<file path="config.mk">
export PLATFORM = sky130hd
export DESIGN_NAME = fp_cmp_scheduler
export DESIGN_NICKNAME = d
export VERILOG_FILES = /design/src/rtl/fp_pkg.sv /design/src/rtl/fp_ge_unit.sv /design/src/rtl/fp_cmp_scheduler.sv
export SDC_FILE = /design/constraint.sdc
export NUM_CORES = 1
export LEC_CHECK = 0
export BUFFER_PORTS_ARGS = -buffer_cell sky130_fd_sc_hd__buf_2
export CAP_MARGIN = 15
export CORE_MARGIN = 10
export CORE_UTILIZATION = 42
export CTS_BUF_LIST = sky130_fd_sc_hd__clkbuf_4
export DETAILED_ROUTE_END_ITERATION = 6
export PLACE_DENSITY = 0.72
export SLEW_MARGIN = 10
export SYNTH_ARGS = -nofsm -noshare
export SYNTH_HDL_FRONTEND = slang
export SYNTH_SLANG_ARGS = --single-unit
</file>
<file path="constraint.sdc">
create_clock -name clk -period 4.3 [get_ports clk]
set_input_delay 0.215 -clock clk [delete_from_list [all_inputs] [get_ports clk]]
set_output_delay 0.215 -clock clk [all_outputs]
set_load 0.02 [all_outputs]
</file>
<file path="src/rtl/fp_pkg.sv">
// Shared types and IEEE-754 field helpers for the floating-point compare scheduler.
// Helpers take field widths as arguments so any precision up to 64 bits can use them.
package fp_pkg;

  typedef enum logic [1:0] {
    IDLE = 2'd0,
    EXEC = 2'd1,
    WAIT = 2'd2
  } state_e;

  localparam int FP_MAX_W = 64;
  typedef logic [FP_MAX_W-1:0] fp_word_t;

  function automatic logic fp_sign(input fp_word_t x, input int precision);
    return ((x >> (precision - 1)) & fp_word_t'(1)) != fp_word_t'(0);
  endfunction

  function automatic fp_word_t fp_exp(input fp_word_t x, input int exp_size, input int mantissa_size);
    return (x >> mantissa_size) & ((fp_word_t'(1) << exp_size) - fp_word_t'(1));
  endfunction

  function automatic fp_word_t fp_mant(input fp_word_t x, input int mantissa_size);
    return x & ((fp_word_t'(1) << mantissa_size) - fp_word_t'(1));
  endfunction

  // Quiet and signalling NaNs are treated alike.
  function automatic logic is_nan(input fp_word_t x, input int exp_size, input int mantissa_size);
    return (fp_exp(x, exp_size, mantissa_size) == ((fp_word_t'(1) << exp_size) - fp_word_t'(1))) &&
           (fp_mant(x, mantissa_size) != fp_word_t'(0));
  endfunction

  function automatic logic is_zero(input fp_word_t x, input int exp_size, input int mantissa_size);
    return (fp_exp(x, exp_size, mantissa_size) == fp_word_t'(0)) &&
           (fp_mant(x, mantissa_size) == fp_word_t'(0));
  endfunction

endpackage

</file>
<file path="src/rtl/fp_ge_unit.sv">
// Registered IEEE-754 greater-or-equal compare; done pulses one cycle after start.
// Infinities and denormals are ordered by the plain magnitude compare.
module fp_ge_unit
  import fp_pkg::*;
#(
  parameter int precision     = 32,
  parameter int exp_size      = 8,
  parameter int mantissa_size = 23
) (
  input  logic                 clk,
  input  logic                 reset,
  input  logic                 start,
  input  logic [precision-1:0] a,
  input  logic [precision-1:0] b,
  output logic                 done,
  output logic                 ge,
  output logic                 nan
);

  localparam fp_word_t MAG_MASK = (fp_word_t'(1) << (precision - 1)) - fp_word_t'(1);

  fp_word_t a_w_s;
  fp_word_t b_w_s;
  fp_word_t mag_a_s;
  fp_word_t mag_b_s;
  logic     sign_a_s;
  logic     sign_b_s;
  logic     ge_s;
  logic     nan_s;

  // Combinational compare of the latched operand pair.
  always_comb begin
    a_w_s    = fp_word_t'(a);
    b_w_s    = fp_word_t'(b);
    mag_a_s  = a_w_s & MAG_MASK;
    mag_b_s  = b_w_s & MAG_MASK;
    sign_a_s = fp_sign(a_w_s, precision);
    sign_b_s = fp_sign(b_w_s, precision);
    nan_s    = is_nan(a_w_s, exp_size, mantissa_size) || is_nan(b_w_s, exp_size, mantissa_size);
    ge_s     = 1'b0;
    if (nan_s) begin
      ge_s = 1'b0;
    end else if (is_zero(a_w_s, exp_size, mantissa_size) && is_zero(b_w_s, exp_size, mantissa_size)) begin
      ge_s = 1'b1;
    end else if (sign_a_s != sign_b_s) begin
      ge_s = ~sign_a_s;
    end else if (!sign_a_s) begin
      ge_s = (mag_a_s >= mag_b_s);
    end else begin
      ge_s = (mag_a_s <= mag_b_s);
    end
  end

  // Result register; ge/nan hold between operations.
  always_ff @(posedge clk or negedge reset) begin
    if (!reset) begin
      done <= 1'b0;
      ge   <= 1'b0;
      nan  <= 1'b0;
    end else begin
      done <= start;
      if (start) begin
        ge  <= ge_s;
        nan <= nan_s;
      end
    end
  end

endmodule

</file>
<file path="src/rtl/fp_cmp_scheduler.sv">
// Round-robin scheduler sharing one fp_ge_unit among NUM_REQ requesters,
// one operation in flight: grant, one-cycle start, wait for done, tagged response.
module fp_cmp_scheduler
  import fp_pkg::*;
#(
  parameter int precision     = 32,
  parameter int exp_size      = 8,
  parameter int mantissa_size = 23,
  parameter int NUM_REQ       = 4
) (
  input  logic                           clk,
  input  logic                           reset,
  input  logic [NUM_REQ-1:0]             req,
  input  logic [NUM_REQ*precision-1:0]   op_a,
  input  logic [NUM_REQ*precision-1:0]   op_b,
  output logic [NUM_REQ-1:0]             gnt,
  output logic [NUM_REQ-1:0]             rsp_valid,
  output logic                           rsp_ge,
  output logic                           rsp_nan,
  output logic                           busy
);

  localparam int IW = (NUM_REQ > 1) ? $clog2(NUM_REQ) : 1;

  state_e               state_r;
  logic [IW-1:0]        rr_ptr_r;
  logic [IW-1:0]        winner_r;
  logic [precision-1:0] a_r;
  logic [precision-1:0] b_r;
  logic [IW-1:0]        pick_s;
  logic [IW-1:0]        next_ptr_s;
  logic [precision-1:0] sel_a_s;
  logic [precision-1:0] sel_b_s;
  logic                 start_s;
  logic                 done_s;
  logic                 ge_s;
  logic                 nan_s;

  // First set request at or above p, wrapping; the lowest offset wins.
  function automatic logic [IW-1:0] rr_pick(input logic [NUM_REQ-1:0] r, input logic [IW-1:0] p);
    logic [IW-1:0] w;
    int            idx;
    w = '0;
    for (int k = NUM_REQ - 1; k >= 0; k--) begin
      idx = (int'(p) + k) % NUM_REQ;
      if (r[idx]) begin
        w = IW'(idx);
      end
    end
    return w;
  endfunction

  function automatic logic [NUM_REQ-1:0] onehot(input logic [IW-1:0] i);
    return {{(NUM_REQ-1){1'b0}}, 1'b1} << i;
  endfunction

  // Arbitration, operand select and the core start strobe.
  always_comb begin
    pick_s     = rr_pick(req, rr_ptr_r);
    next_ptr_s = (pick_s == IW'(NUM_REQ - 1)) ? IW'(0) : pick_s + IW'(1);
    sel_a_s    = precision'(op_a >> (pick_s * precision));
    sel_b_s    = precision'(op_b >> (pick_s * precision));
    start_s    = (state_r == EXEC);
  end

  // Scheduler FSM with registered handshake outputs.
  always_ff @(posedge clk or negedge reset) begin
    if (!reset) begin
      state_r   <= IDLE;
      rr_ptr_r  <= '0;
      winner_r  <= '0;
      a_r       <= '0;
      b_r       <= '0;
      gnt       <= '0;
      rsp_valid <= '0;
      rsp_ge    <= 1'b0;
      rsp_nan   <= 1'b0;
      busy      <= 1'b0;
    end else begin
      case (state_r)
        IDLE: begin
          rsp_valid <= '0;
          if (|req) begin
            a_r      <= sel_a_s;
            b_r      <= sel_b_s;
            winner_r <= pick_s;
            rr_ptr_r <= next_ptr_s;
            gnt      <= onehot(pick_s);
            busy     <= 1'b1;
            state_r  <= EXEC;
          end else begin
            gnt <= '0;
          end
        end
        EXEC: begin
          gnt     <= '0;
          state_r <= WAIT;
        end
        WAIT: begin
          if (done_s) begin
            rsp_valid <= onehot(winner_r);
            rsp_ge    <= ge_s;
            rsp_nan   <= nan_s;
            busy      <= 1'b0;
            state_r   <= IDLE;
          end
        end
        default: begin
          gnt       <= '0;
          rsp_valid <= '0;
          busy      <= 1'b0;
          state_r   <= IDLE;
        end
      endcase
    end
  end

  fp_ge_unit #(
    .precision     (precision),
    .exp_size      (exp_size),
    .mantissa_size (mantissa_size)
  ) u_ge (
    .clk   (clk),
    .reset (reset),
    .start (start_s),
    .a     (a_r),
    .b     (b_r),
    .done  (done_s),
    .ge    (ge_s),
    .nan   (nan_s)
  );

endmodule

</file>
Word-level counts from Yosys, hierarchy flattened
Cells that the tools add are included.
{"block": "word_totals", "register_bits": 84, "in_bits": 262, "output_inout_bits": 11, "wordCells": 92}
{"block": "op_classes", "addsub": 4, "magnitude_cmp": 6, "n_eq_ne": 8, "shift": 4, "n_mux": 30, "n_bitwise": 5, "n_reduce_logical": 22}
{"op": "$logic_not 64->1", "n": 4}
{"op": "$shr 128x7->32", "n": 2}
{"op": "$reduce_bool 64->1", "n": 2}
{"op": "$ge 31x31->1", "n": 1}
{"op": "$le 31x31->1", "n": 1}
{"op": "$eq 8x8->1 const B", "n": 2}
{"op": "$pmux 4 s2", "n": 2}
{"op": "$mux 2", "n": 7}
{"op": "$mux 1", "n": 13}
{"op": "$lt 3x4->1 const B", "n": 3}
{"op": "$bmux 1 s2", "n": 4}
{"op": "$mux 4", "n": 2}
{"op": "$reduce_and 2->1", "n": 4}
{"op": "$shl 1x2->4 const A", "n": 2}
{"op": "$pmux 2 s3", "n": 1}
{"op": "$reduce_or 2->1", "n": 3}
{"op": "$logic_and 1x1->1", "n": 5}
{"op": "$add 2x1->2 const B", "n": 2}
{"op": "$add 2x2->2 const B", "n": 2}
{"op": "$eq 2x2->1 const B", "n": 2}
{"op": "$reduce_or 4->1", "n": 1}
{"op": "$and 1x1->1 const A", "n": 3}
{"op": "$lt 2x3->1 const B", "n": 1}
{"op": "$pmux 1 s3", "n": 1}
{"op": "other kinds (8)", "n": 9}

Longest topological paths before layout
Gate-level depths: netlist (run 1).
{"block": "depth", "depth_word": 13, "mapped_depth": 12, "depth_no_buf": 9}

Hierarchy
A second synthesis (run 1) with hierarchy kept.
{"block": "unflattened", "cells_unflattened": 770, "area_unflattened_um2": 6740.2}
{"module": "fp_cmp_scheduler", "instances": 1, "cells_each": 617, "area_per_inst_um2": 5612.9, "seq_area_each_um2": 2026.9}
{"module": "fp_ge_unit", "instances": 1, "cells_each": 153, "area_per_inst_um2": 1127.3, "seq_area_each_um2": 75.1}

Least setup slack after synthesis (run 1)
No wires, ideal clock.
{"block": "synth_path", "kind": "reg2reg", "start": "register rr_ptr_r[1]", "end": "register gnt[0]", "setup_ps": 129, "arrival_ps": 1900, "required_ps": 4171, "setup_slack_ps": 2271, "path_stages_with_launch": 12, "path_buffers": 4, "synth_period_minus_slack_ps": 2029, "cell_sequence": "dfrtp_1 buf_6 mux2i_1 nor2_1 or3_1 buf_2 buf_6 buf_2 ha_1 nor3b_1 a21oi_1 nor2_1"}
{"block": "synth_via", "elab_chain_cells": 11, "word_cells_on_any_way": 21, "classes_between": "add/sub: 3; shift: 1; mux: 17"}
{"item": "start: declaration", "line": "fp_cmp_scheduler.sv:26", "text": "logic [IW-1:0] rr_ptr_r;"}
{"item": "start signal: assignment", "line": "fp_cmp_scheduler.sv:87", "text": "rr_ptr_r <= next_ptr_s;"}
{"item": "$add 2x2->2", "line": "fp_cmp_scheduler.sv:45", "text": "idx = (int'(p) + k) % NUM_REQ;"}
{"item": "$bmux 1 s2", "line": "fp_cmp_scheduler.sv:46", "text": "if (r[idx]) begin"}
{"item": "$mux 1 (implied by the code) (2 in a row)", "line": "fp_cmp_scheduler.sv:46"}
{"item": "$mux 2 (3 in a row)", "line": "fp_cmp_scheduler.sv:46"}
{"item": "$mux 2 (*)", "line": "fp_cmp_scheduler.sv:46"}
{"item": "$shl 1x2->4 (*)", "line": "fp_cmp_scheduler.sv:54", "text": "return {{(NUM_REQ-1){1'b0}}, 1'b1} << i;"}
{"item": "$mux 4 (*)", "line": "fp_cmp_scheduler.sv:83", "text": "if (|req) begin"}
{"item": "$pmux 4 s2 (*)", "line": "fp_cmp_scheduler.sv:80", "text": "case (state_r)"}
{"item": "end signal: assignment", "line": "fp_cmp_scheduler.sv:88", "text": "gnt <= onehot(pick_s);"}
{"item": "end: declaration", "line": "fp_cmp_scheduler.sv:16", "text": "output logic [NUM_REQ-1:0] gnt,"}
Every way passes the cells marked *; elsewhere a longest branch is shown, timed or not. The select of a mux whose other input is x is not followed.
A chain may end at the register's enable or synchronous reset.

Worst setup path in the final report (run 1)
{"block": "layout_path", "start": "register rr_ptr_r[1]", "end": "register b_r[31]"}
{"block": "layout_via", "elab_chain_cells": 9, "word_cells_on_any_way": 19, "classes_between": "add/sub: 3; shift: 1; mux: 15"}
{"item": "$add 2x2->2", "line": "fp_cmp_scheduler.sv:45"}
{"item": "$bmux 1 s2", "line": "fp_cmp_scheduler.sv:46"}
{"item": "$mux 1 (implied by the code) (2 in a row)", "line": "fp_cmp_scheduler.sv:46"}
{"item": "$mux 2 (3 in a row)", "line": "fp_cmp_scheduler.sv:46"}
{"item": "$mux 2 (*)", "line": "fp_cmp_scheduler.sv:46"}
{"item": "$shr 128x7->32 (*)", "line": "fp_cmp_scheduler.sv:62", "text": "sel_b_s = precision'(op_b >> (pick_s * precision));"}
{"item": "end signal: assignment", "line": "fp_cmp_scheduler.sv:85", "text": "b_r <= sel_b_s;"}
{"item": "end: declaration", "line": "fp_cmp_scheduler.sv:29", "text": "logic [precision-1:0] b_r;"}
Marks and branches as above.

==> impl_results.md, run 1 <==
- Status: finished, final reports clean
- HP Class: in -> reg
- WS Path Type: reg -> reg
- CTS Sinks: 84
- Lkg Pwr: 3.94 nW
- Total CTS buffers: 9
- Final period utilization: 0.711
- Gr ovfl total: 0
- Finished Core Util: 0.527
- Post-CTS Setup Inserts: 0
- Place WS: 1.30 ns
- Max Clock Freq: 327 MHz
- Layout cells sized above 1: 0.263
- Sw Share: 0.508
- Number of synthesis warnings: 0
- Vias in the first global route: 6642
- Fin nets: 1432
- # port buffers: 272
- VDD IR max: 0.248 mV
- Mapped Cells: 907
- Seq pwr share: 0.329
- Total track usage: 0.203
- Crit Path Max Fanout: 71
- Largest net degree at the start of global routing: 101
- Final worst setup slack: 1.24 ns
- Switching power: 2.39 mW
- Share of power burned in the clock network: 0.089
- Die footprint: 0.0200 mm²
- Die Height: 141 µm
- Longest Clk Path Bufs: 2
- Final GP Congestion: 0.862
- Hold slack: 0.0864 ns
- Initial core utilization: 0.427
- Synth unique cells: 38
- CTS root buffer: clkbuf_4
- Clk pin slew, worst setup/hold paths: 0.16 ns
- Count of final setup violators: 0
- Synthesized net count: 1204
- Core Region: 0.0145 mm²
- Vias: 6794
- Vias per inst: 5.13
- Worst Tran Pin Value: 1.07 ns
- DR DRC count: 0
- PD cells: 617 mW/mm²
- RSZ-0062 raised after global routing: false
- Arr. time, crit path: 3.45 ns
- Final min period: 3.06 ns
- Synth Register Bits: 84
- First-pass GRT wire length: 33700 µm
- CTS tree: yes
- WL per Instance: 15.7 µm
- 1st-iter DRT viols: 315
- Antenna Nets Post-Route: 0
- Number of enable flip-flop cells after synthesis: 0
- Average size of a mapped cell: 6.82 µm²
- DRT Pass-1 Iters: 6
- Share of the synthesized area in the top cell type: 0.340
- Clk_skew: 0.0266 ns
- Ports: 273
- Slew Limit Fails: 0
- Area delta synth->final: 23.4%
- Initial antenna violation count: 1
- Main synth FF type: dfrtp_1
- Worst Setup End Kind: flop
- Post-DP HPWL: 16500 µm
- Largest cells by area after synthesis: dfrtp_1, nand2_1, nand3_1, ha_1, nor2_1
- P_int: 2.32 mW
- DRT Wirelength: 20900 µm
- H-tree lvl count: 3
- Slew Limit Headroom: 0.287
- Standard-cell rows: 44
- Power consumption: 4.71 mW
- Max_cap viols: 0
- Die Wd: 141 µm
- CP Data Required Time: 4.69 ns
- FFs w/ async S/R, synth: 1.00
- Sequential cell area fraction in the yosys report: 0.340
- Hold Vio Cnt, Final: 0
- Setup TNS: 0 ns
- Clk_lat worst skew: 0.46 ns
- Netlist Area Pre-Place: 0.00618 mm²
- Setup crit start kind: flop
- Combinational power share: 0.582
- Cell taking the most area after synthesis: dfrtp_1
[layout by cell type, fill, tap and decap left out, drive strengths merged, types with 3 or more instances in the layout]
master / instances
a21o: 3
a21oi: 21
buf: 277
clkbuf: 9
clkinv: 3
dfrtp: 84
ha: 35
inv: 37
mux2i: 5
nand2: 247
nand3: 129
nand4: 12
nor2: 114
nor2b: 4
nor3: 3
nor3b: 5
nor4: 16
o21ai: 112
or3: 3
[flip-flops by register name (all words and copies together), names as in the netlist]
register   count
a_r           32
b_r           32
gnt            4
rsp_valid      4
rr_ptr_r       2
state_r        2
winner_r       2
busy           1
rsp_ge         1
rsp_nan        1
u_ge.done      1
u_ge.ge        1
u_ge.nan       1
[layer usage]
layer | track usage | vias to the layer above | wire, µm
met5 | 0 | - | 0
met4 | 0.0402 | 0 | 189
met3 | 0.0751 | 13 | 2120
met2 | 0.301 | 254 | 8930
met1 | 0.275 | 3027 | 9620
li1 | - | 3500 | -
[final timing paths]
check                             from          end  slack [ns]  cells past startpoint
max in group asynchronous        reset      a_r[16]        3.05                      3
min reg2reg                    a_r[31]      a_r[31]        0.52                      2
max reg2reg                rr_ptr_r[1]      b_r[31]        1.24                      9
max                        rr_ptr_r[1]      b_r[31]        1.24                      9
min                           op_a[61]      a_r[29]        0.09                      5
min in group asynchronous        reset  winner_r[0]        0.21                      2
[layout make-up]
| cell class | instances | area [µm²] |
|---|---|---|
| timing repair buffer | 278 | 1420 |
| sequential | 84 | 2100 |
| inverter | 35 | 134 |
| clock inverter | 7 | 50.0 |
| multi-input combinational | 727 | 3620 |
| tap | 184 | 230 |
| antenna | 1 | 2.50 |
| clock buffer | 9 | 67.6 |
| fill | 1544 | 6850 |
[stage by stage]
stage	instance area, µm²	cells
6_report	7630	1325
5_1_grt	7630	1325
4_1_cts	7630	1324
3_5_place_dp	7500	1307
3_3_place_gp	7500	1307
2_1_floorplan	6180	907
[cells by family (layout without fill, tap and decap cells)]
kind of cell             after synthesis  in the layout  synth area share
flip-flops                            84             84             0.340
adder cells (fa/ha/maj)               35             35            0.0708
other                                  0              1                 0
AO/OA/AOI/OAI                        146            146             0.125
AND/OR/NAND/NOR                      539            539             0.376
buffers and inverters                 96            329            0.0769
multiplexers                           7              7            0.0117
[power by group through the flow]
stage / clock network [mW] / registers [mW] / logic (mW)
finish: 0.417 / 1.55 / 2.74
global route: 0.466 / 1.61 / 3.18
CTS: 0.425 / 1.55 / 2.77
detailed placement: 0 / 1.57 / 2.76
global placement: 0 / 1.55 / 2.70
floorplan: 0 / 1.45 / 2.16
[worst max-delay path, cell delays in order (launching register included)]
cell and delay (ns):
dfrtp_1 0.51, mux2i_1 0.24, nor2_1 0.06, or3_4 0.66, inv_4 0.59, buf_12 0.33, nor2_1 0.07, nor2_1 0.15
o21ai_0 0.11, o21ai_1 0.15
[timing repair]
action | CTS | global route
hold endpoints to repair | 33 | 0
resized for setup | 0 | 0
hold buffers | 1 | 0
[Yosys cell counts, types with 8 or more instances]
cell / number
a21oi_1: 21
buf_2: 15
buf_6: 8
clkbuf_1: 27
dfrtp_1: 84
ha_1: 35
inv_1: 33
nand2_1: 247
nand3_1: 129
nand4_1: 12
nor2_1: 114
nor4_1: 15
o21ai_0: 79
o21ai_1: 33
Note: power is estimated with default switching activity, not from simulation.
==> inputs of run 2 (changes only) <==
==> constraint.sdc (replaced) <==
create_clock -name clk -period 3 [get_ports clk]
set_input_delay 0.15 -clock clk [delete_from_list [all_inputs] [get_ports clk]]
set_output_delay 0.15 -clock clk [all_outputs]
set_load 0.02 [all_outputs]
==> run 2 against run 1 <==
  * First-iteration DRC count grew 38%
  * Largest cell class unchanged
  * Cell count grew 0.45%
  * Clock power grew 63%
  * Routed wire length grew 0.54%
  * Utilization grew 0.70 points
  * Worst hold slack lost 0.070 ns
  * Clock-buffer cell count is the same
  * Combinational power grew 46%
  * Worst setup slack lost 0.74 ns
  * Register-to-register slack lost 0.74 ns
  * Global-route usage grew 0.38 points
  * Via count grew 0.77%
==> impl_results.md, run 2 (synthesized netlist as in run 1, its figures left out) <==
- Die Wd: 141 µm (unchanged)
- Gr ovfl total: 0 (unchanged)
- Clk_skew: 0.0327 ns (+0.00602 ns)
- DRT Wirelength: 21000 µm (+0.54%)
- CP Data Required Time: 3.39 ns (-1.30 ns)
- Vias: 6846 (+0.77%)
- Area delta synth->final: 25.0%
- HP Class: in -> reg
- Most common cell after layout, fill and taps aside: buf_2
- H-tree lvl count: 3 (unchanged)
- Arr. time, crit path: 2.89 ns (-0.56 ns)
- Reg2reg setup slack: 0.50 ns (-0.74 ns)
- Largest net degree at the start of global routing: 101 (unchanged)
- Worst Setup End Kind: flop
- Count of final setup violators: 0 (unchanged)
- Reg-to-reg startpoint: rr_ptr_r[1]
- Hold_sp: op_b[89]
- Initial core utilization: 0.427 (unchanged)
- Most frequent cells in the layout: buf_2, nand2_1, nand3_1, nor2_1, dfrtp_1
- Largest regs: a_r: 32 flops, b_r: 32 flops
- Setup TNS: 0 ns (unchanged)
- Core Region: 0.0145 mm² (unchanged)
- Total track usage: 0.206 (+0.00376)
- Fin nets: 1437 (+0.35%)
- Slowest stage delay, CP: 0.64 ns (-0.02 ns)
- RSZ-0062 raised after global routing: false
- DRT Pass-1 Iters: 5 (-1)
- Initial antenna violation count: 1 (unchanged)
- Post-DP HPWL: 16700 µm (+1.4%)
- Vias per inst: 5.14 (+0.31%)
- Clk_lat worst skew: 0.47 ns (about the same)
- Hold slack: 0.0161 ns (-0.0703 ns)
- DR DRC count: 0 (unchanged)
- Slew Limit Fails: 0 (unchanged)
- Antenna Nets Post-Route: 0 (unchanged)
- Final min period: 2.50 ns (-0.556 ns)
- Hold Vio Cnt, Final: 0 (unchanged)
- Die Height: 141 µm (unchanged)
- 1st-iter DRT viols: 435 (+38%)
- Worst path slowest cell: or3_4
- Worst Tran Pin Value: 0.792 ns (-0.277 ns)
- First-pass GRT wire length: 34100 µm (+1.5%)
- Slew Limit Headroom: 0.472 (+0.185)
- Ports: 273 (unchanged)
- R2R cell count: 9 (unchanged)
- PD cells: 894 mW/mm² (+45%)
- Fill cells: 1473 (-4.6%)
- Setup crit start kind: flop
- Total CTS buffers: 9 (unchanged)
- CTS root buffer: clkbuf_4
- Max Clock Freq: 400 MHz (+22%)
- RR Endpoint: gnt[3]
- Crit Path Max Fanout: 64 (-9.9%)
- CTS Sinks: 84 (unchanged)
- # port buffers: 272 (unchanged)
- Max_cap viols: 0 (unchanged)
- Final period utilization: 0.834 (+0.123)
- Status: finished, final reports clean
- Longest Clk Path Bufs: 2 (unchanged)
- Layout cells sized above 1: 0.267 (+0.00409)
- Crit path top cell by count: nor2_1
- VDD IR max: 0.418 mV (+69%)
- WL per Instance: 15.8 µm (about the same)
- Lkg Pwr: 3.99 nW (+1.4%)
- WS Path Type: reg -> reg
- Clk pin slew, worst setup/hold paths: 0.16 ns (about the same)
- CTS tree: yes
- Final GP Congestion: 0.830 (-3.7%)
- Hold Crit Endpoint: b_r[25]
- Power consumption: 6.91 mW (+47%)
- CTS resizes: 0 (unchanged)
- Standard-cell rows: 44 (unchanged)
- Hold path depth: 5 (unchanged)
- Die footprint: 0.0200 mm² (unchanged)
- Vias in the first global route: 6792 (+2.3%)
- Crit-path cells: mux2i_1 > nor2_1 > or3_4 > inv_4 > buf_12 > ha_1 > nor3b_1 > a21oi_1 > nor2_1
run 2: metrics by stage:
| stage | util | setup WS, ns | area [µm²] | std cells |
|---|---|---|---|---|
| after floorplan | - | 0.971 | 6180 | 907 |
| after global placement | 0.523 | 0.557 | 7570 | 1312 |
| after detailed placement | 0.523 | 0.490 | 7570 | 1312 |
| after CTS | 0.534 | 0.466 | 7720 | 1329 |
| after global routing | 0.534 | 0.291 | 7730 | 1330 |
| final | 0.534 | 0.499 | 7730 | 1331 |
run 2: how the worst max path moves through the flow:
| stage | slack, ns | cells after the start | endpoint | from |
|---|---|---|---|---|
| 5_1_grt | 0.29 | 9 | gnt[3] | rr_ptr_r[1] |
| 6_report | 0.50 | 9 | gnt[3] | rr_ptr_r[1] |
| 2_1_floorplan | 0.97 | 11 | gnt[0] | rr_ptr_r[1] |
| 4_1_cts | 0.47 | 9 | gnt[3] | rr_ptr_r[1] |
| 3_3_place_gp | 0.56 | 9 | gnt[3] | rr_ptr_r[1] |
| 3_5_place_dp | 0.49 | 9 | gnt[3] | rr_ptr_r[1] |
run 2: where the power goes:
part	switching [mW]	internal, mW	total (mW)
combinational	2.49	1.52	4.00
clock	0.420	0.260	0.679
sequential	0.529	1.70	2.22
run 2: final cells by class:
class / instances / area, µm² / share of cell area
multi-input combinational: 727 / 3620 / 0.468
sequential: 84 / 2100 / 0.272
timing repair buffer: 283 / 1500 / 0.194
tap: 184 / 230 / 0.0298
inverter: 35 / 134 / 0.0173
clock inverter: 7 / 73.8 / 0.00955
clock buffer: 9 / 67.6 / 0.00874
antenna: 2 / 5.00 / 0.000647
run 2: layer usage:
layer  global-route usage  up-vias  share of wire
li1                     -     3513              -
met1                0.281     3062           0.47
met2                0.309      254           0.43
met3               0.0714       17          0.095
met4               0.0435        0          0.011
met5                    0        -              0
run 2: repair_timing:
action	4_1_cts	5_1_grt
hold endpoints to repair	60	0
hold buffers	1	0
buffers inserted	0	0
run 2: worst max-delay path: cells and delay by family (launching register included):
family,cells,cell delay [ns]
and+or+nand+nor,4,1.01
DFF,1,0.50
buffers and inverters,2,0.43
muxes,1,0.23
adders and majority gates,1,0.21
AOI/OAI and AO/OA,1,0.07
